### src/rtl/scic_mem_arbiter_pkg.sv
// Shared definitions for the SCIC memory arbiter: address map, FSM states and
// decoded address regions.
package scic_mem_pkg;

  localparam logic [15:0] ROM_BASE  = 16'h0000;
  localparam int          ROM_WORDS = 32;
  localparam logic [15:0] RAM_BASE  = 16'h0020;
  localparam int          RAM_WORDS = 64;

  typedef enum logic [2:0] {
    IDLE,
    ROM_ACC,
    RAM_ACC,
    RAM_WAIT,
    RESP
  } state_e;

  typedef enum logic [1:0] {
    REG_ROM,
    REG_RAM,
    REG_NONE
  } region_e;

endpackage

### src/rtl/scic_mem_arbiter_if.sv
// Requester-side bus of the memory arbiter: instruction fetch port and
// data load/store port, each with a req/ack handshake.
interface scic_mem_arbiter_if #(
  parameter int ADDR_W = 16,
  parameter int DATA_W = 32
);
  logic              if_req;
  logic [ADDR_W-1:0] if_addr;
  logic              if_ack;
  logic [DATA_W-1:0] if_rdata;

  logic              d_req;
  logic              d_we;
  logic [ADDR_W-1:0] d_addr;
  logic [DATA_W-1:0] d_wdata;
  logic              d_ack;
  logic [DATA_W-1:0] d_rdata;
  logic              d_err;

  modport master (
    output if_req, if_addr, d_req, d_we, d_addr, d_wdata,
    input  if_ack, if_rdata, d_ack, d_rdata, d_err
  );

  modport slave (
    input  if_req, if_addr, d_req, d_we, d_addr, d_wdata,
    output if_ack, if_rdata, d_ack, d_rdata, d_err
  );
endinterface

### src/rtl/scic_mem_arbiter_addr_decode.sv
// Combinational word-address decoder: classifies an address as ROM, RAM or
// unmapped and produces the memory-local word address.
module scic_addr_decode
  import scic_mem_pkg::*;
#(
  parameter int          ADDR_W    = 16,
  parameter int          ROM_AW    = 5,
  parameter int          RAM_AW    = 6,
  parameter logic [31:0] ROM_START = 32'(ROM_BASE),
  parameter logic [31:0] RAM_START = 32'(RAM_BASE)
) (
  input  logic [ADDR_W-1:0] addr,
  output region_e           region,
  output logic [ROM_AW-1:0] rom_addr,
  output logic [RAM_AW-1:0] ram_addr
);

  logic [31:0] rom_off;
  logic [31:0] ram_off;

  // An address below a window's start wraps to a huge offset, so one
  // unsigned compare covers both window bounds.
  always_comb begin
    rom_off = 32'(addr) - ROM_START;
    ram_off = 32'(addr) - RAM_START;
    region  = REG_NONE;
    if (rom_off < (32'd1 << ROM_AW)) begin
      region = REG_ROM;
    end else if (ram_off < (32'd1 << RAM_AW)) begin
      region = REG_RAM;
    end
  end

  assign rom_addr = rom_off[ROM_AW-1:0];
  assign ram_addr = ram_off[RAM_AW-1:0];

endmodule

### src/rtl/scic_mem_arbiter.sv
// Arbitrates the instruction ROM and data RAM between the fetch and data
// requesters; all outputs are registered and reset to zero.
module scic_mem_arbiter
  import scic_mem_pkg::*;
#(
  parameter int                ADDR_W      = 16,
  parameter int                DATA_W      = 32,
  parameter int                ROM_AW      = 5,
  parameter int                RAM_AW      = 6,
  parameter logic [ADDR_W-1:0] RAM_BASE    = 16'h0020,
  parameter int                MAX_D_BURST = 2
) (
  input  logic              clk,
  input  logic              rst_n,
  scic_mem_arbiter_if.slave bus,
  output logic              rom_cs,
  output logic [ROM_AW-1:0] rom_addr,
  input  logic [DATA_W-1:0] rom_data,
  output logic              ram_cs,
  output logic              ram_we,
  output logic [RAM_AW-1:0] ram_addr,
  output logic [DATA_W-1:0] ram_wdata,
  input  logic [DATA_W-1:0] ram_rdata,
  output logic              busy
);

  localparam int BW = $clog2(MAX_D_BURST + 1);
  localparam logic [BW-1:0] BURST_MAX = BW'(MAX_D_BURST);

  state_e            state_q, state_d;
  logic [BW-1:0]     burst_q, burst_d;
  logic              gnt_d_q, gnt_d_d;
  logic              we_q, we_d;
  logic              if_ack_q, if_ack_d;
  logic [DATA_W-1:0] if_rdata_q, if_rdata_d;
  logic              d_ack_q, d_ack_d;
  logic [DATA_W-1:0] d_rdata_q, d_rdata_d;
  logic              d_err_q, d_err_d;
  logic              rom_cs_q, rom_cs_d;
  logic [ROM_AW-1:0] rom_addr_q, rom_addr_d;
  logic              ram_cs_q, ram_cs_d;
  logic              ram_we_q, ram_we_d;
  logic [RAM_AW-1:0] ram_addr_q, ram_addr_d;
  logic [DATA_W-1:0] ram_wdata_q, ram_wdata_d;
  logic              busy_q, busy_d;

  logic              d_win, if_win;
  logic [ADDR_W-1:0] sel_addr;
  region_e           dec_region;
  logic [ROM_AW-1:0] dec_rom_addr;
  logic [RAM_AW-1:0] dec_ram_addr;

  // D has priority until it has been granted MAX_D_BURST times while IF waited.
  assign d_win    = bus.d_req && !(bus.if_req && burst_q == BURST_MAX);
  assign if_win   = bus.if_req && !d_win;
  assign sel_addr = d_win ? bus.d_addr : bus.if_addr;

  scic_addr_decode #(
    .ADDR_W    (ADDR_W),
    .ROM_AW    (ROM_AW),
    .RAM_AW    (RAM_AW),
    .ROM_START (32'(ROM_BASE)),
    .RAM_START (32'(RAM_BASE))
  ) u_decode (
    .addr     (sel_addr),
    .region   (dec_region),
    .rom_addr (dec_rom_addr),
    .ram_addr (dec_ram_addr)
  );

  always_comb begin
    state_d     = state_q;
    burst_d     = burst_q;
    gnt_d_d     = gnt_d_q;
    we_d        = we_q;
    if_rdata_d  = if_rdata_q;
    d_rdata_d   = d_rdata_q;
    if_ack_d    = 1'b0;
    d_ack_d     = 1'b0;
    d_err_d     = 1'b0;
    rom_cs_d    = 1'b0;
    rom_addr_d  = '0;
    ram_cs_d    = 1'b0;
    ram_we_d    = 1'b0;
    ram_addr_d  = '0;
    ram_wdata_d = '0;

    case (state_q)
      IDLE: begin
        if (d_win || if_win) begin
          gnt_d_d = d_win;
          we_d    = d_win && bus.d_we;
          if (d_win && bus.if_req) begin
            if (burst_q != BURST_MAX) burst_d = burst_q + BW'(1);
          end else begin
            burst_d = '0;
          end
          if (dec_region == REG_ROM && !we_d) begin
            state_d    = ROM_ACC;
            rom_cs_d   = 1'b1;
            rom_addr_d = dec_rom_addr;
          end else if (dec_region == REG_RAM) begin
            state_d     = RAM_ACC;
            ram_cs_d    = 1'b1;
            ram_we_d    = we_d;
            ram_addr_d  = dec_ram_addr;
            ram_wdata_d = we_d ? bus.d_wdata : '0;
          end else begin
            // Unmapped or ROM store: answer at once; a fetch gets a NOP.
            state_d = RESP;
            if (d_win) begin
              d_ack_d   = 1'b1;
              d_err_d   = 1'b1;
              d_rdata_d = '0;
            end else begin
              if_ack_d   = 1'b1;
              if_rdata_d = '0;
            end
          end
        end
      end
      ROM_ACC: begin
        state_d = RESP;
        if (gnt_d_q) begin
          d_ack_d   = 1'b1;
          d_rdata_d = rom_data;
        end else begin
          if_ack_d   = 1'b1;
          if_rdata_d = rom_data;
        end
      end
      RAM_ACC: begin
        if (we_q) begin
          state_d = RESP;
          d_ack_d = 1'b1;
        end else begin
          state_d = RAM_WAIT;
        end
      end
      RAM_WAIT: begin
        state_d = RESP;
        if (gnt_d_q) begin
          d_ack_d   = 1'b1;
          d_rdata_d = ram_rdata;
        end else begin
          if_ack_d   = 1'b1;
          if_rdata_d = ram_rdata;
        end
      end
      RESP:    state_d = IDLE;
      default: state_d = IDLE;
    endcase

    busy_d = (state_d != IDLE);
  end

  always_ff @(posedge clk or negedge rst_n) begin
    if (!rst_n) begin
      state_q     <= IDLE;
      burst_q     <= '0;
      gnt_d_q     <= 1'b0;
      we_q        <= 1'b0;
      if_ack_q    <= 1'b0;
      if_rdata_q  <= '0;
      d_ack_q     <= 1'b0;
      d_rdata_q   <= '0;
      d_err_q     <= 1'b0;
      rom_cs_q    <= 1'b0;
      rom_addr_q  <= '0;
      ram_cs_q    <= 1'b0;
      ram_we_q    <= 1'b0;
      ram_addr_q  <= '0;
      ram_wdata_q <= '0;
      busy_q      <= 1'b0;
    end else begin
      state_q     <= state_d;
      burst_q     <= burst_d;
      gnt_d_q     <= gnt_d_d;
      we_q        <= we_d;
      if_ack_q    <= if_ack_d;
      if_rdata_q  <= if_rdata_d;
      d_ack_q     <= d_ack_d;
      d_rdata_q   <= d_rdata_d;
      d_err_q     <= d_err_d;
      rom_cs_q    <= rom_cs_d;
      rom_addr_q  <= rom_addr_d;
      ram_cs_q    <= ram_cs_d;
      ram_we_q    <= ram_we_d;
      ram_addr_q  <= ram_addr_d;
      ram_wdata_q <= ram_wdata_d;
      busy_q      <= busy_d;
    end
  end

  assign bus.if_ack   = if_ack_q;
  assign bus.if_rdata = if_rdata_q;
  assign bus.d_ack    = d_ack_q;
  assign bus.d_rdata  = d_rdata_q;
  assign bus.d_err    = d_err_q;
  assign rom_cs       = rom_cs_q;
  assign rom_addr     = rom_addr_q;
  assign ram_cs       = ram_cs_q;
  assign ram_we       = ram_we_q;
  assign ram_addr     = ram_addr_q;
  assign ram_wdata    = ram_wdata_q;
  assign busy         = busy_q;

endmodule

### src/flat_wrapper.sv
// flat-port wrapper written by rule: the top's interface ports become plain ports
module scic_mem_arbiter_flat import scic_mem_pkg::*;
#(
  parameter int                ADDR_W      = 16,
  parameter int                DATA_W      = 32,
  parameter int                ROM_AW      = 5,
  parameter int                RAM_AW      = 6,
  parameter logic [ADDR_W-1:0] RAM_BASE    = 16'h0020,
  parameter int                MAX_D_BURST = 2
)
  (clk, rst_n, rom_cs, rom_addr, rom_data, ram_cs, ram_we, ram_addr, ram_wdata, ram_rdata, busy, bus_if_req, bus_if_addr, bus_d_req, bus_d_we, bus_d_addr, bus_d_wdata, bus_if_ack, bus_if_rdata, bus_d_ack, bus_d_rdata, bus_d_err);
  scic_mem_arbiter_if #(.ADDR_W(ADDR_W), .DATA_W(DATA_W)) bus_i ();
  input  logic clk;
  input  logic rst_n;
  output logic rom_cs;
  output logic [ROM_AW-1:0] rom_addr;
  input  logic [DATA_W-1:0] rom_data;
  output logic ram_cs;
  output logic ram_we;
  output logic [RAM_AW-1:0] ram_addr;
  output logic [DATA_W-1:0] ram_wdata;
  input  logic [DATA_W-1:0] ram_rdata;
  output logic busy;
  input wire logic [$bits(bus_i.if_req)-1:0] bus_if_req;
  input wire logic [$bits(bus_i.if_addr)-1:0] bus_if_addr;
  input wire logic [$bits(bus_i.d_req)-1:0] bus_d_req;
  input wire logic [$bits(bus_i.d_we)-1:0] bus_d_we;
  input wire logic [$bits(bus_i.d_addr)-1:0] bus_d_addr;
  input wire logic [$bits(bus_i.d_wdata)-1:0] bus_d_wdata;
  output wire logic [$bits(bus_i.if_ack)-1:0] bus_if_ack;
  output wire logic [$bits(bus_i.if_rdata)-1:0] bus_if_rdata;
  output wire logic [$bits(bus_i.d_ack)-1:0] bus_d_ack;
  output wire logic [$bits(bus_i.d_rdata)-1:0] bus_d_rdata;
  output wire logic [$bits(bus_i.d_err)-1:0] bus_d_err;
  assign bus_i.if_req = bus_if_req;
  assign bus_i.if_addr = bus_if_addr;
  assign bus_i.d_req = bus_d_req;
  assign bus_i.d_we = bus_d_we;
  assign bus_i.d_addr = bus_d_addr;
  assign bus_i.d_wdata = bus_d_wdata;
  assign bus_if_ack = bus_i.if_ack;
  assign bus_if_rdata = bus_i.if_rdata;
  assign bus_d_ack = bus_i.d_ack;
  assign bus_d_rdata = bus_i.d_rdata;
  assign bus_d_err = bus_i.d_err;
  scic_mem_arbiter #(.ADDR_W(ADDR_W), .DATA_W(DATA_W), .ROM_AW(ROM_AW), .RAM_AW(RAM_AW), .RAM_BASE(RAM_BASE), .MAX_D_BURST(MAX_D_BURST)) u_core (.clk(clk), .rst_n(rst_n), .bus(bus_i), .rom_cs(rom_cs), .rom_addr(rom_addr), .rom_data(rom_data), .ram_cs(ram_cs), .ram_we(ram_we), .ram_addr(ram_addr), .ram_wdata(ram_wdata), .ram_rdata(ram_rdata), .busy(busy));
endmodule
### config.mk
export PLATFORM = sky130hd
export DESIGN_NAME = scic_mem_arbiter_flat
export DESIGN_NICKNAME = d
export VERILOG_FILES = /design/src/rtl/scic_mem_arbiter_pkg.sv /design/src/rtl/scic_mem_arbiter_if.sv /design/src/rtl/scic_mem_arbiter_addr_decode.sv /design/src/rtl/scic_mem_arbiter.sv /design/src/flat_wrapper.sv
export SDC_FILE = /design/constraint.sdc
export NUM_CORES = 1
export LEC_CHECK = 0
export BUFFER_PORTS_ARGS = -buffer_cell sky130_fd_sc_hd__buf_2
export CORE_MARGIN = 4
export CORE_UTILIZATION = 50
export CTS_CLUSTER_DIAMETER = 40
export DETAILED_ROUTE_END_ITERATION = 16
export PLACE_DENSITY = 0.85
export SLEW_MARGIN = 10
export SYNTH_ARGS = -nofsm -noshare
export SYNTH_HDL_FRONTEND = slang
export SYNTH_SLANG_ARGS = --single-unit
### constraint.sdc
create_clock -name clk -period 6.6 [get_ports clk]
set_input_delay 0.33 -clock clk [delete_from_list [all_inputs] [get_ports clk]]
set_output_delay 0.33 -clock clk [all_outputs]
set_load 0.02 [all_outputs]
**Word-level counts from Yosys, hierarchy flattened**

Index checks and enable logic that the tools add are counted.

- Flip-flop bits (word level): 121
- Logic and storage cells: 116

- Add/subtract/negate cells: 2
- $lt $le $gt $ge: 2
- Equality and inequality tests: 16
- Muxes and demuxes: 61
- Reduce and logical (&&, ||, !) cells: 19

Operator list:

| operator | count |
|---|---|
| two-way mux 32 bit | 17 |
| one-hot mux 32 bit (3 select lines) | 2 |
| < comparator 32 x 7 -> 1 bit (second input constant) | 1 |
| two-way mux 6 bit | 4 |
| two-way mux 1 bit | 23 |
| subtractor 16 x 6 -> 17 bit (second input constant) | 1 |
| < comparator 16 x 6 -> 1 bit (second input constant) | 1 |
| two-way mux 16 bit | 1 |
| two-way mux 5 bit | 3 |
| inequality test 2 bit (second input constant) | 7 |
| AND reduction 7 bit | 2 |
| two-way mux 3 bit | 4 |
| one-hot mux 3 bit (3 select lines) | 1 |
| two-way mux 2 bit | 4 |
| inequality test 2 x 1 -> 1 bit (second input constant) | 4 |
| equality test 3 x 2 -> 1 bit (second input constant) | 2 |
| logical AND 1 bit | 6 |
| nonzero test 3 bit | 2 |
| equality test 3 x 1 -> 1 bit (second input constant) | 1 |
| logical NOT 1 bit | 3 |
| logical NOT 3 bit | 1 |
| one-hot mux 1 bit (3 select lines) | 1 |
| AND reduction 3 bit | 1 |
| adder 2 x 1 -> 2 bit (second input constant) | 1 |
| 7 further kinds | 7 |

**Depth between registers and ports, before layout**

Gate-level depths: netlist (run 1).

- Depth in word-level cells: 15
- Gate-level depth with buffers: 12

**Hierarchy**

Synthesis (run 1) repeated with hierarchy kept, for this count alone.

- Cell total of the unflattened synthesis: 366
- Area, all modules: 5187.5 um2

By module, submodules not included:

| module | instances | cells each | area an instance (um2) | seq. area each (um2) |
|---|---|---|---|---|
| scic_mem_arbiter | 1 | 336 | 4977.3 | 3027.9 |
| scic_addr_decode | 1 | 30 | 210.2 | 0.0 |

**Worst setup path before layout (run 1)**

No wires, ideal clock.

- Kind: register to register
- Start point: register u_core.burst_q[0]
- End point: register u_core.d_rdata_q[10], in the netlist u_core.bus.d_rdata[10]
- Library setup time: 76 ps
- Arrival time: 3089 ps
- Required time: 6524 ps
- Path slack: 3435 ps
- Stages on the path, launching flop included: 13
- Path through: dfrtp_1 -> inv_1 -> ha_1 -> a21boi_1 -> buf_2 -> mux2i_1 -> ha_1 -> or4b_4 -> or4_4 -> a21oi_2 -> a41oi_2 -> buf_6 -> a21oi_2

- Cells in the longest elaborated chain, start to end: 13

Ends and longest elaborated chain:

| what | line | source |
|---|---|---|
| start, declared | scic_mem_arbiter.sv:31 | `logic [BW-1:0] burst_q, burst_d;` |
| start signal, assigned | scic_mem_arbiter.sv:177 | `burst_q <= burst_d;` |
| equality test 2 bit * | scic_mem_arbiter.sv:54 | `assign d_win = bus.d_req && !(bus.if_req && burst_q == BURST_MAX);` |
| logical AND 1 bit * | scic_mem_arbiter.sv:54 |  |
| logical NOT 1 bit * | scic_mem_arbiter.sv:54 |  |
| logical AND 1 bit * | scic_mem_arbiter.sv:54 |  |
| two-way mux 16 bit | scic_mem_arbiter.sv:56 | `assign sel_addr = d_win ? bus.d_addr : bus.if_addr;` |
| subtractor 16 x 6 -> 17 bit | scic_mem_arbiter_addr_decode.sv:25 | `ram_off = 32'(addr) - RAM_START;` |
| < comparator 32 x 7 -> 1 bit | scic_mem_arbiter_addr_decode.sv:29 | `end else if (ram_off < (32'd1 << RAM_AW)) begin` |
| two-way mux 2 bit | scic_mem_arbiter_addr_decode.sv:29 |  |
| two-way mux 2 bit | scic_mem_arbiter_addr_decode.sv:27 | `if (rom_off < (32'd1 << ROM_AW)) begin` |
| logical NOT 2 bit | scic_mem_arbiter.sv:98 | `if (dec_region == REG_ROM && !we_d) begin` |
| logical AND 1 bit | scic_mem_arbiter.sv:98 |  |
| inequality test 2 bit (no line) | - |  |
| AND reduction 7 bit (no line) * | - |  |
| end signal, assigned | scic_mem_arbiter.sv:183 | `d_rdata_q <= d_rdata_d;` |
| end, declared | scic_mem_arbiter.sv:37 | `logic [DATA_W-1:0] d_rdata_q, d_rdata_d;` |

Mark *: on every way between the ends. The rest lies on a longest branch, timed or not.
A chain may end at the register's enable or synchronous reset.

**Worst setup path in the final report (run 1)**

- Start point: register u_core.burst_q[0]
- End point: register u_core.if_ack_q, in the netlist u_core.bus.if_ack

- Cells in the longest elaborated chain, start to end: 14

Ends and longest elaborated chain:

| what | line | source |
|---|---|---|
| equality test 2 bit * | scic_mem_arbiter.sv:54 |  |
| logical AND 1 bit * | scic_mem_arbiter.sv:54 |  |
| logical NOT 1 bit * | scic_mem_arbiter.sv:54 |  |
| logical AND 1 bit * | scic_mem_arbiter.sv:54 |  |
| two-way mux 16 bit | scic_mem_arbiter.sv:56 |  |
| subtractor 16 x 6 -> 17 bit | scic_mem_arbiter_addr_decode.sv:25 |  |
| < comparator 32 x 7 -> 1 bit | scic_mem_arbiter_addr_decode.sv:29 |  |
| two-way mux 2 bit | scic_mem_arbiter_addr_decode.sv:29 |  |
| two-way mux 2 bit | scic_mem_arbiter_addr_decode.sv:27 |  |
| equality test 2 x 1 -> 1 bit / logical NOT 2 bit (equally long branches) | scic_mem_arbiter.sv:102, scic_mem_arbiter.sv:98 |  |
| two-way mux 1 bit / logical AND 1 bit (equally long branches) | scic_mem_arbiter.sv:102, scic_mem_arbiter.sv:98 |  |
| two-way mux 1 bit | scic_mem_arbiter.sv:98 |  |
| two-way mux 1 bit * | scic_mem_arbiter.sv:90 | `if (d_win \|\| if_win) begin` |
| one-hot mux 1 bit (2 select lines) * | scic_mem_arbiter.sv:88 | `case (state_q)` |
| net u_core.if_ack_d | scic_mem_arbiter.sv:34 | `logic if_ack_q, if_ack_d;` |
| end signal, assigned | scic_mem_arbiter.sv:180 | `if_ack_q <= if_ack_d;` |
| end, declared | scic_mem_arbiter.sv:34 |  |

The timed path passes the listed nets; every way through them passes the cells marked *.

==> results of run 1 <==
==> layer usage <==
metal | vias up | part of all wire (%) | GRT usage, %
li1 | 2466 | - | -
met1 | 2532 | 40 | 31.6
met2 | 225 | 50 | 43.1
met3 | 45 | 6.8 | 5.60
met4 | 0 | 2.9 | 9.90
met5 | - | 0 | 0
==> logic make-up (layout without fill, tap and decap cells) <==
logic type / after synthesis / in the layout / synth area share (%)
simple gates: 194 / 194 / 17.2
compound gates: 126 / 126 / 14.4
flops: 121 / 121 / 51.8
mux: 67 / 67 / 11.5
buf+inv: 53 / 290 / 4.09
xor+xnor: 4 / 4 / 0.600
fa+ha+maj: 2 / 2 / 0.428
==> metrics by stage <==
| step | worst slack [ns] | power [mW] | std cells |
|---|---|---|---|
| after floorplan | 3.44 | 0.845 | 567 |
| after global placement | 2.44 | 0.921 | 914 |
| after detailed placement | 2.14 | 0.927 | 914 |
| after CTS | 2.12 | 1.92 | 946 |
| after global routing | 1.84 | 1.98 | 947 |
| final | 2.37 | 1.92 | 947 |
==> registers in the layout, indices dropped and copies added (netlist names) <==
| signal | cells |
|---|---|
| u_core.gnt_d_q | 1 |
| u_core.busy | 1 |
| u_core.we_q | 1 |
| u_core.bus.d_rdata | 32 |
| u_core.ram_cs | 1 |
| u_core.bus.d_ack | 1 |
| u_core.ram_addr | 6 |
| u_core.rom_cs | 1 |
| u_core.ram_wdata | 32 |
| u_core.bus.if_rdata | 32 |
| u_core.bus.d_err | 1 |
| u_core.bus.if_ack | 1 |
| u_core.state_q | 3 |
| u_core.rom_addr | 5 |
| u_core.burst_q | 2 |
| u_core.ram_we | 1 |
==> cell type report <==
type | instances | area (µm²) | share of cell area, %
Clock buffer | 17 | 425 | 5.48
Inverter | 3 | 11.3 | 0.145
Multi-Input combinational cell | 393 | 2590 | 33.4
Tap cell | 143 | 179 | 2.30
Clock inverter | 15 | 215 | 2.77
Timing Repair Buffer | 255 | 1310 | 16.9
Sequential cell | 121 | 3030 | 39.0
==> how the worst max path moves through the flow <==
stage               slack (ns)                endpoint
global route              1.84       u_core.bus.if_ack
CTS                       2.12       u_core.bus.if_ack
floorplan                 3.44  u_core.bus.d_rdata[10]
detailed placement        2.14       u_core.bus.if_ack
global placement          2.44       u_core.bus.if_ack
finish                    2.37       u_core.bus.if_ack
==> cell usage after synthesis (all sizes together), types with 3 or more instances <==
| cell type | instances |
|---|---|
| dfrtp | 121 |
| mux2i | 67 |
| nand2 | 46 |
| a21oi | 41 |
| nor3 | 40 |
| nor2 | 38 |
| o21ai | 37 |
| and3 | 33 |
| a31oi | 32 |
| clkbuf | 28 |
| buf | 22 |
| and2 | 7 |
| nor2b | 5 |
| or4 | 5 |
| a21o | 3 |
| inv | 3 |
| nand2b | 3 |
| nand4 | 3 |
| or3 | 3 |
==> where the power goes <==
| group | total, mW | switching [mW] | leakage [nW] | internal (mW) |
|---|---|---|---|---|
| Clock | 1.00 | 0.359 | 0.309 | 0.641 |
| Combinational | 0.160 | 0.102 | 2.18 | 0.0571 |
| Sequential | 0.757 | 0.00712 | 1.68 | 0.750 |
==> flow_metrics.tcl, run 1 <==
set metrics [dict create \
    status "complete, but fails checks" \
    violations "hold timing" \
    cap_violations 0 \
    slew_violations 0 \
    core_mm2 0.0114 \
    antenna_left 0 \
    htreeDepth 4 \
    yosysSeqAreaShare_pct 51.8 \
    hpwlAfterDp_mm 11.7 \
    grt_pass1_vias 5272 \
    cellLeakagePower_nw 4.16 \
    viasPerCell 5.56 \
    synth_flop_cell "dfrtp_1" \
    cts_setup_buffers 0 \
    ir_drop_uv 143 \
    startpoint_type "register" \
    tns_ns 0 \
    dieArea_mm2 0.0135 \
    fillers 932 \
    cts_root_buf "clkbuf_16" \
    clock_path_buffers 2 \
    synth_nets 702 \
    start_util_pct 51.2 \
    numClockSinks 121 \
    post-route-period-util_pct 64.2 \
    num_vias 5268 \
    mostFrequentLayoutCells "buf_2 (245), dfrtp_1 (120), mux2i_1 (67), nand2_1 (46), nor3_1 (40)" \
    synth_top_area_share_pct 51.8 \
    hold_ws_ns -0.0289 \
    r2r-start "u_core.burst_q[0]" \
    crit_slowest_cell "and4_1" \
    grt_antenna_before_repair 0 \
    reg2reg_slack_ns 2.37 \
    fp-row-count 39 \
    drtIter0Drc 340 \
    fin_skew_ns 0.00874 \
    yosys_warnings 0 \
    clkLatencyLatePin_ns 0.41 \
    grt_max_degree 66 \
    cts_resized 0 \
    crit_chain "inv_1 > ha_1 > a21boi_2 > mux2i_1 > ha_1 > or4b_4 > o21a_1 > o21ai_1 > and4_1 > o21ai_0" \
    placed_area_mm2 0.00710 \
    worst-path-buf-inv 1 \
    synth-edff-count 0 \
    worstPathArrival_ns 4.46 \
    cp_num_cells 10 \
    crit_path_end_kind "register" \
    rsz0062_at_grt "false" \
    cpPeakStageDelay_ns 0.93 \
    drt-pass1-iter-count 5 \
    synth.distinct_cells 49 \
    nets 926 \
    syn-cell-area_mm2 0.00584 \
    grt_pass1_wl_mm 26.5 \
    yosys-top-cells-area "dfrtp_1 (52%), mux2i_1 (11%), a21oi_2 (4.6%)" \
    wl_per_cell_um 18.0 \
    place.gp.congestion 0.895 \
    ctsHoldBuffers 0 \
    die_h_um 116 \
    n_antenna_cell 0 \
    worst-endpoint-required_ns 6.82 \
    worstReg2RegEnd "u_core.bus.if_ack" \
    finalSetupViolations 0 \
    final_cell_area_mm2 0.00776 \
    port_buffers 246 \
    critPathKind "reg2reg" \
    synth.ff_latch_count 121 \
    async_flop_share_pct 100 \
    cts_tree "yes" \
    syn_to_final_growth_pct 32.8 \
    grt_remaining_overflow 0 \
    track_usage_pct 25.3 \
    path_delay_family "simple AND/OR/NAND/NOR gates" \
    synth_top_area_cell "dfrtp_1" \
    post-route-drc-count 0 \
    syn_avg_cell_area_um2 10.3 \
    io_pins 247 \
    cp-startpoint "u_core.burst_q[0]" \
    fin_crit_ns 4.23 \
    fmax_ghz 0.236 \
    worstMarginPinSlew_ns 1.21 \
    final_hold_viol_count 27 \
    hold_path.class "in2async" \
    post-route-util_pct 68.0 \
    cp_common_cell "ha_1" \
    crit_fanout 40 \
    wl_mm 17.0 \
    reg2reg_depth 10 \
    max_slew_margin_pct 19.4 \
    final_common_cell "buf_2" \
    clkTransAtPathRegs_ns 0.06 \
    numCtsBuffers 17 \
    synthCells 567 \
    final_layout_size_suffix_gt1_share_pct 40.9 \
    p_per_area_mw_per_mm2 247 \
    die_w_um 116 \
]
(Power assumes the default switching activity.)
==> run 2, diff against run 1 <==
--- a/config.mk
+++ b/config.mk
@@ -5,12 +5,13 @@
 export SDC_FILE = /design/constraint.sdc
 export NUM_CORES = 1
 export LEC_CHECK = 0
+export ABC_AREA = 1
 export BUFFER_PORTS_ARGS = -buffer_cell sky130_fd_sc_hd__buf_2
 export CORE_MARGIN = 4
-export CORE_UTILIZATION = 50
+export CORE_UTILIZATION = 43
 export CTS_CLUSTER_DIAMETER = 40
 export DETAILED_ROUTE_END_ITERATION = 16
-export PLACE_DENSITY = 0.85
+export PLACE_DENSITY = 0.78
 export SLEW_MARGIN = 10
 export SYNTH_ARGS = -nofsm -noshare
 export SYNTH_HDL_FRONTEND = slang
==> constraint.sdc (replaced) <==
create_clock -name clk -period 3.8 [get_ports clk]
set_input_delay 0.19 -clock clk [delete_from_list [all_inputs] [get_ports clk]]
set_output_delay 0.19 -clock clk [all_outputs]
set_load 0.02 [all_outputs]
==> run 2 against run 1 <==
Compared with the run above: the flow now finishes without violations; clock skew down 0.00094 ns; final area up 2.3%; sequential power up 74%; die area up 14%; critical endpoint is now u_core.bus.d_rdata[2]; combinational power rose to 2.6 times the previous value; clock power up 54%; count of clock-buffer cells in the layout unchanged; non-clock buffer count up 30.
==> flow_metrics.tcl, run 2 <==
set metrics [dict create \
    htreeDepth 4 \
    worstHoldStart "bus_d_wdata[26]" \
    tns_ns 0 \
    critPathKind "reg2reg" \
    slew_violations 0 \
    swShare_pct 27.7 \
    place.gp.congestion 0.842 \
    track_usage_pct 22.6 \
    p_int_mw 2.36 \
    post-route-period-util_pct 86.5 \
    seq_area_mm2 0.00303 \
    synth.ff_latch_count 121 \
    synth_nets 832 \
    synthCells 697 \
    io_pins 247 \
    syn_avg_cell_area_um2 8.30 \
    hold_path.class "in2reg" \
    port_buffers 246 \
    synth.distinct_cells 28 \
    grt_pass1_vias 5436 \
    worst-endpoint-required_ns 4.10 \
    cellLeakagePower_nw 4.90 \
    n_antenna_cell 0 \
    synth_most_common_cell "nand2_1" \
    rsz0062_at_grt "false" \
    comb_power_share_pct 12.6 \
    p_per_area_mw_per_mm2 411 \
    async_flop_share_pct 100 \
    finalSetupViolations 0 \
    clkPwrFrac_pct 47.1 \
    multi_input_area_mm2 0.00225 \
    fin_crit_ns 3.29 \
    seqPwrFrac_pct 40.3 \
    yosys-top-cells-area "dfrtp_1 (52%), nand3_1 (13%), nand2_1 (12%)" \
    cts_tree "yes" \
    status "finished, final reports clean" \
    dieArea_mm2 0.0154 \
    max_slew_margin_pct 53.0 \
    worstPathArrival_ns 3.58 \
    die_h_um 124 \
    crit_path_end_kind "register" \
    syn-cell-area_mm2 0.00579 \
    synth_top_area_cell "dfrtp_1" \
    post-route-drc-count 0 \
    reg2reg_slack_ns 0.51 \
    fin_total_pwr_mw 3.27 \
    wl_per_cell_um 15.1 \
    worstReg2RegEnd "u_core.bus.d_rdata[2]" \
    grt_max_degree 69 \
    yosys_warnings 0 \
    numCtsBuffers 17 \
    placed_area_mm2 0.00707 \
    final_cell_area_mm2 0.00794 \
    synth-edff-count 0 \
    core_mm2 0.0132 \
    fp-row-count 42 \
    synth_top_area_share_pct 52.3 \
    mostFrequentLayoutCells "buf_2 (245), nand2_1 (184), nand3_1 (147), dfrtp_1 (121), inv_1 (68)" \
    final_hold_viol_count 0 \
    antenna_left 0 \
    p_switching_uw 906 \
    startpoint_type "register" \
    grt_antenna_before_repair 0 \
    cts_root_buf "clkbuf_16" \
    syn_to_final_growth_pct 37.2 \
    final_layout_size_suffix_gt1_share_pct 35.2 \
    hold_depth 3 \
    synthTopCellsByCount "nand2_1 (184), nand3_1 (147), dfrtp_1 (121), inv_1 (68), nor2_1 (58)" \
    synth_flop_cell "dfrtp_1" \
    start_util_pct 43.9 \
    die_w_um 124 \
    yosysSeqAreaShare_pct 52.3 \
    r2r-start "u_core.burst_q[0]" \
    cap_violations 0 \
    numClockSinks 121 \
    nets 1097 \
    fin_skew_ns 0.00781 \
    drtIter0Drc 408 \
    clkTransAtPathRegs_ns 0.06 \
    reg2reg_depth 18 \
    drt-pass1-iter-count 5 \
    clkLatencyLatePin_ns 0.41 \
    num_vias 5602 \
    min_to "u_core.ram_wdata[26]" \
    fmax_ghz 0.304 \
    setup_slack_ns 0.514 \
    grt_pass1_wl_mm 26.7 \
    final_common_cell "buf_2" \
    worstMarginPinSlew_ns 0.705 \
    fillers 1147 \
    crit_fanout 33 \
    place_ws_ns 0.502 \
    ir_drop_uv 290 \
    wl_mm 17.4 \
    hpwlAfterDp_mm 11.7 \
    post-route-util_pct 60.2 \
    grt_remaining_overflow 0 \
    viasPerCell 4.87 \
    clock_path_buffers 2 \
]
-- run 2: cell count changes in the layout (fill, tap and decap cells not counted), moves of 32 or more --
cell / before / now
a31oi_1: 32 / 0
and3_1: 33 / 0
inv_1: 3 / 68
mux2i_1: 67 / 6
nand2_1: 46 / 184
nand2_2: 0 / 37
nand3_1: 2 / 147
nor3_1: 40 / 0
-- run 2: worst max-delay path by stage --
stage,startpoint,to,slack [ns],depth (start not counted)
finish,u_core.burst_q[0],u_core.bus.d_rdata[2],0.51,18
CTS,u_core.burst_q[0],u_core.bus.d_rdata[9],0.49,18
global route,u_core.burst_q[0],u_core.bus.d_rdata[11],0.15,19
floorplan,u_core.burst_q[0],u_core.bus.d_rdata[10],1.44,16
global placement,u_core.burst_q[0],u_core.bus.d_rdata[31],0.65,18
detailed placement,u_core.burst_q[0],u_core.bus.d_rdata[2],0.50,18
-- run 2: final cells by class --
class / count / area share (%)
Timing Repair Buffer: 285 / 20.3
Inverter: 70 / 3.31
Sequential cell: 121 / 38.1
Multi-Input combinational cell: 467 / 28.3
Clock inverter: 15 / 1.80
Clock buffer: 17 / 5.36
Tap cell: 176 / 2.77
-- run 2: routing by layer --
layer	track usage (%)	part of all wire (%)
met2	37.4	49
met5	0	0
met1	27.2	39
met3	6.86	8.9
met4	9.92	2.9
-- run 2: kinds of logic after synthesis --
family / count (synthesis) / share of synthesized area [%]
compound gates: 10 / 1.02
fa+ha+maj: 2 / 0.432
buf+inv: 109 / 9.08
flops: 121 / 52.3
mux: 6 / 1.04
simple gates: 449 / 36.1
-- run 2: stage by stage --
stage,std cells,hold WS (ns)
6_report,1151,0.0318
4_1_cts,1151,0.0118
3_5_place_dp,1088,0.282
3_3_place_gp,1088,0.280
5_1_grt,1151,0.0176
2_1_floorplan,697,-0.106
-- run 2: critical path: stages (launching register included) --
cell and delay (ns):
dfrtp_1 0.36, inv_1 0.08, ha_1 0.17, nand2_2 0.17
nand2_4 0.34, nand2_1 0.12, nand2_1 0.12, ha_1 0.17
nand3_1 0.12, nor2_1 0.15, nand2_1 0.10, nor2_1 0.12
nor2_2 0.06, nand4_4 0.15, nand3_2 0.10, nand2_4 0.33
nand2_8 0.29, nand2_2 0.13, nand2_1 0.06
-- run 2: what timing repair did --
item / in CTS / in global routing
hold buffers: 31 / 0
resized for setup: 0 / 0
hold endpoints to repair: 83 / 0
setup buffers: 0 / 0
-- run 2: power by group through the flow --
stage | Sequential [mW] | Combinational, mW | Clock (mW)
floorplan | 1.34 | 0.261 | 0
global placement | 1.34 | 0.379 | 0
detailed placement | 1.34 | 0.386 | 0
CTS | 1.32 | 0.412 | 1.56
global route | 1.32 | 0.458 | 1.62
finish | 1.32 | 0.411 | 1.54
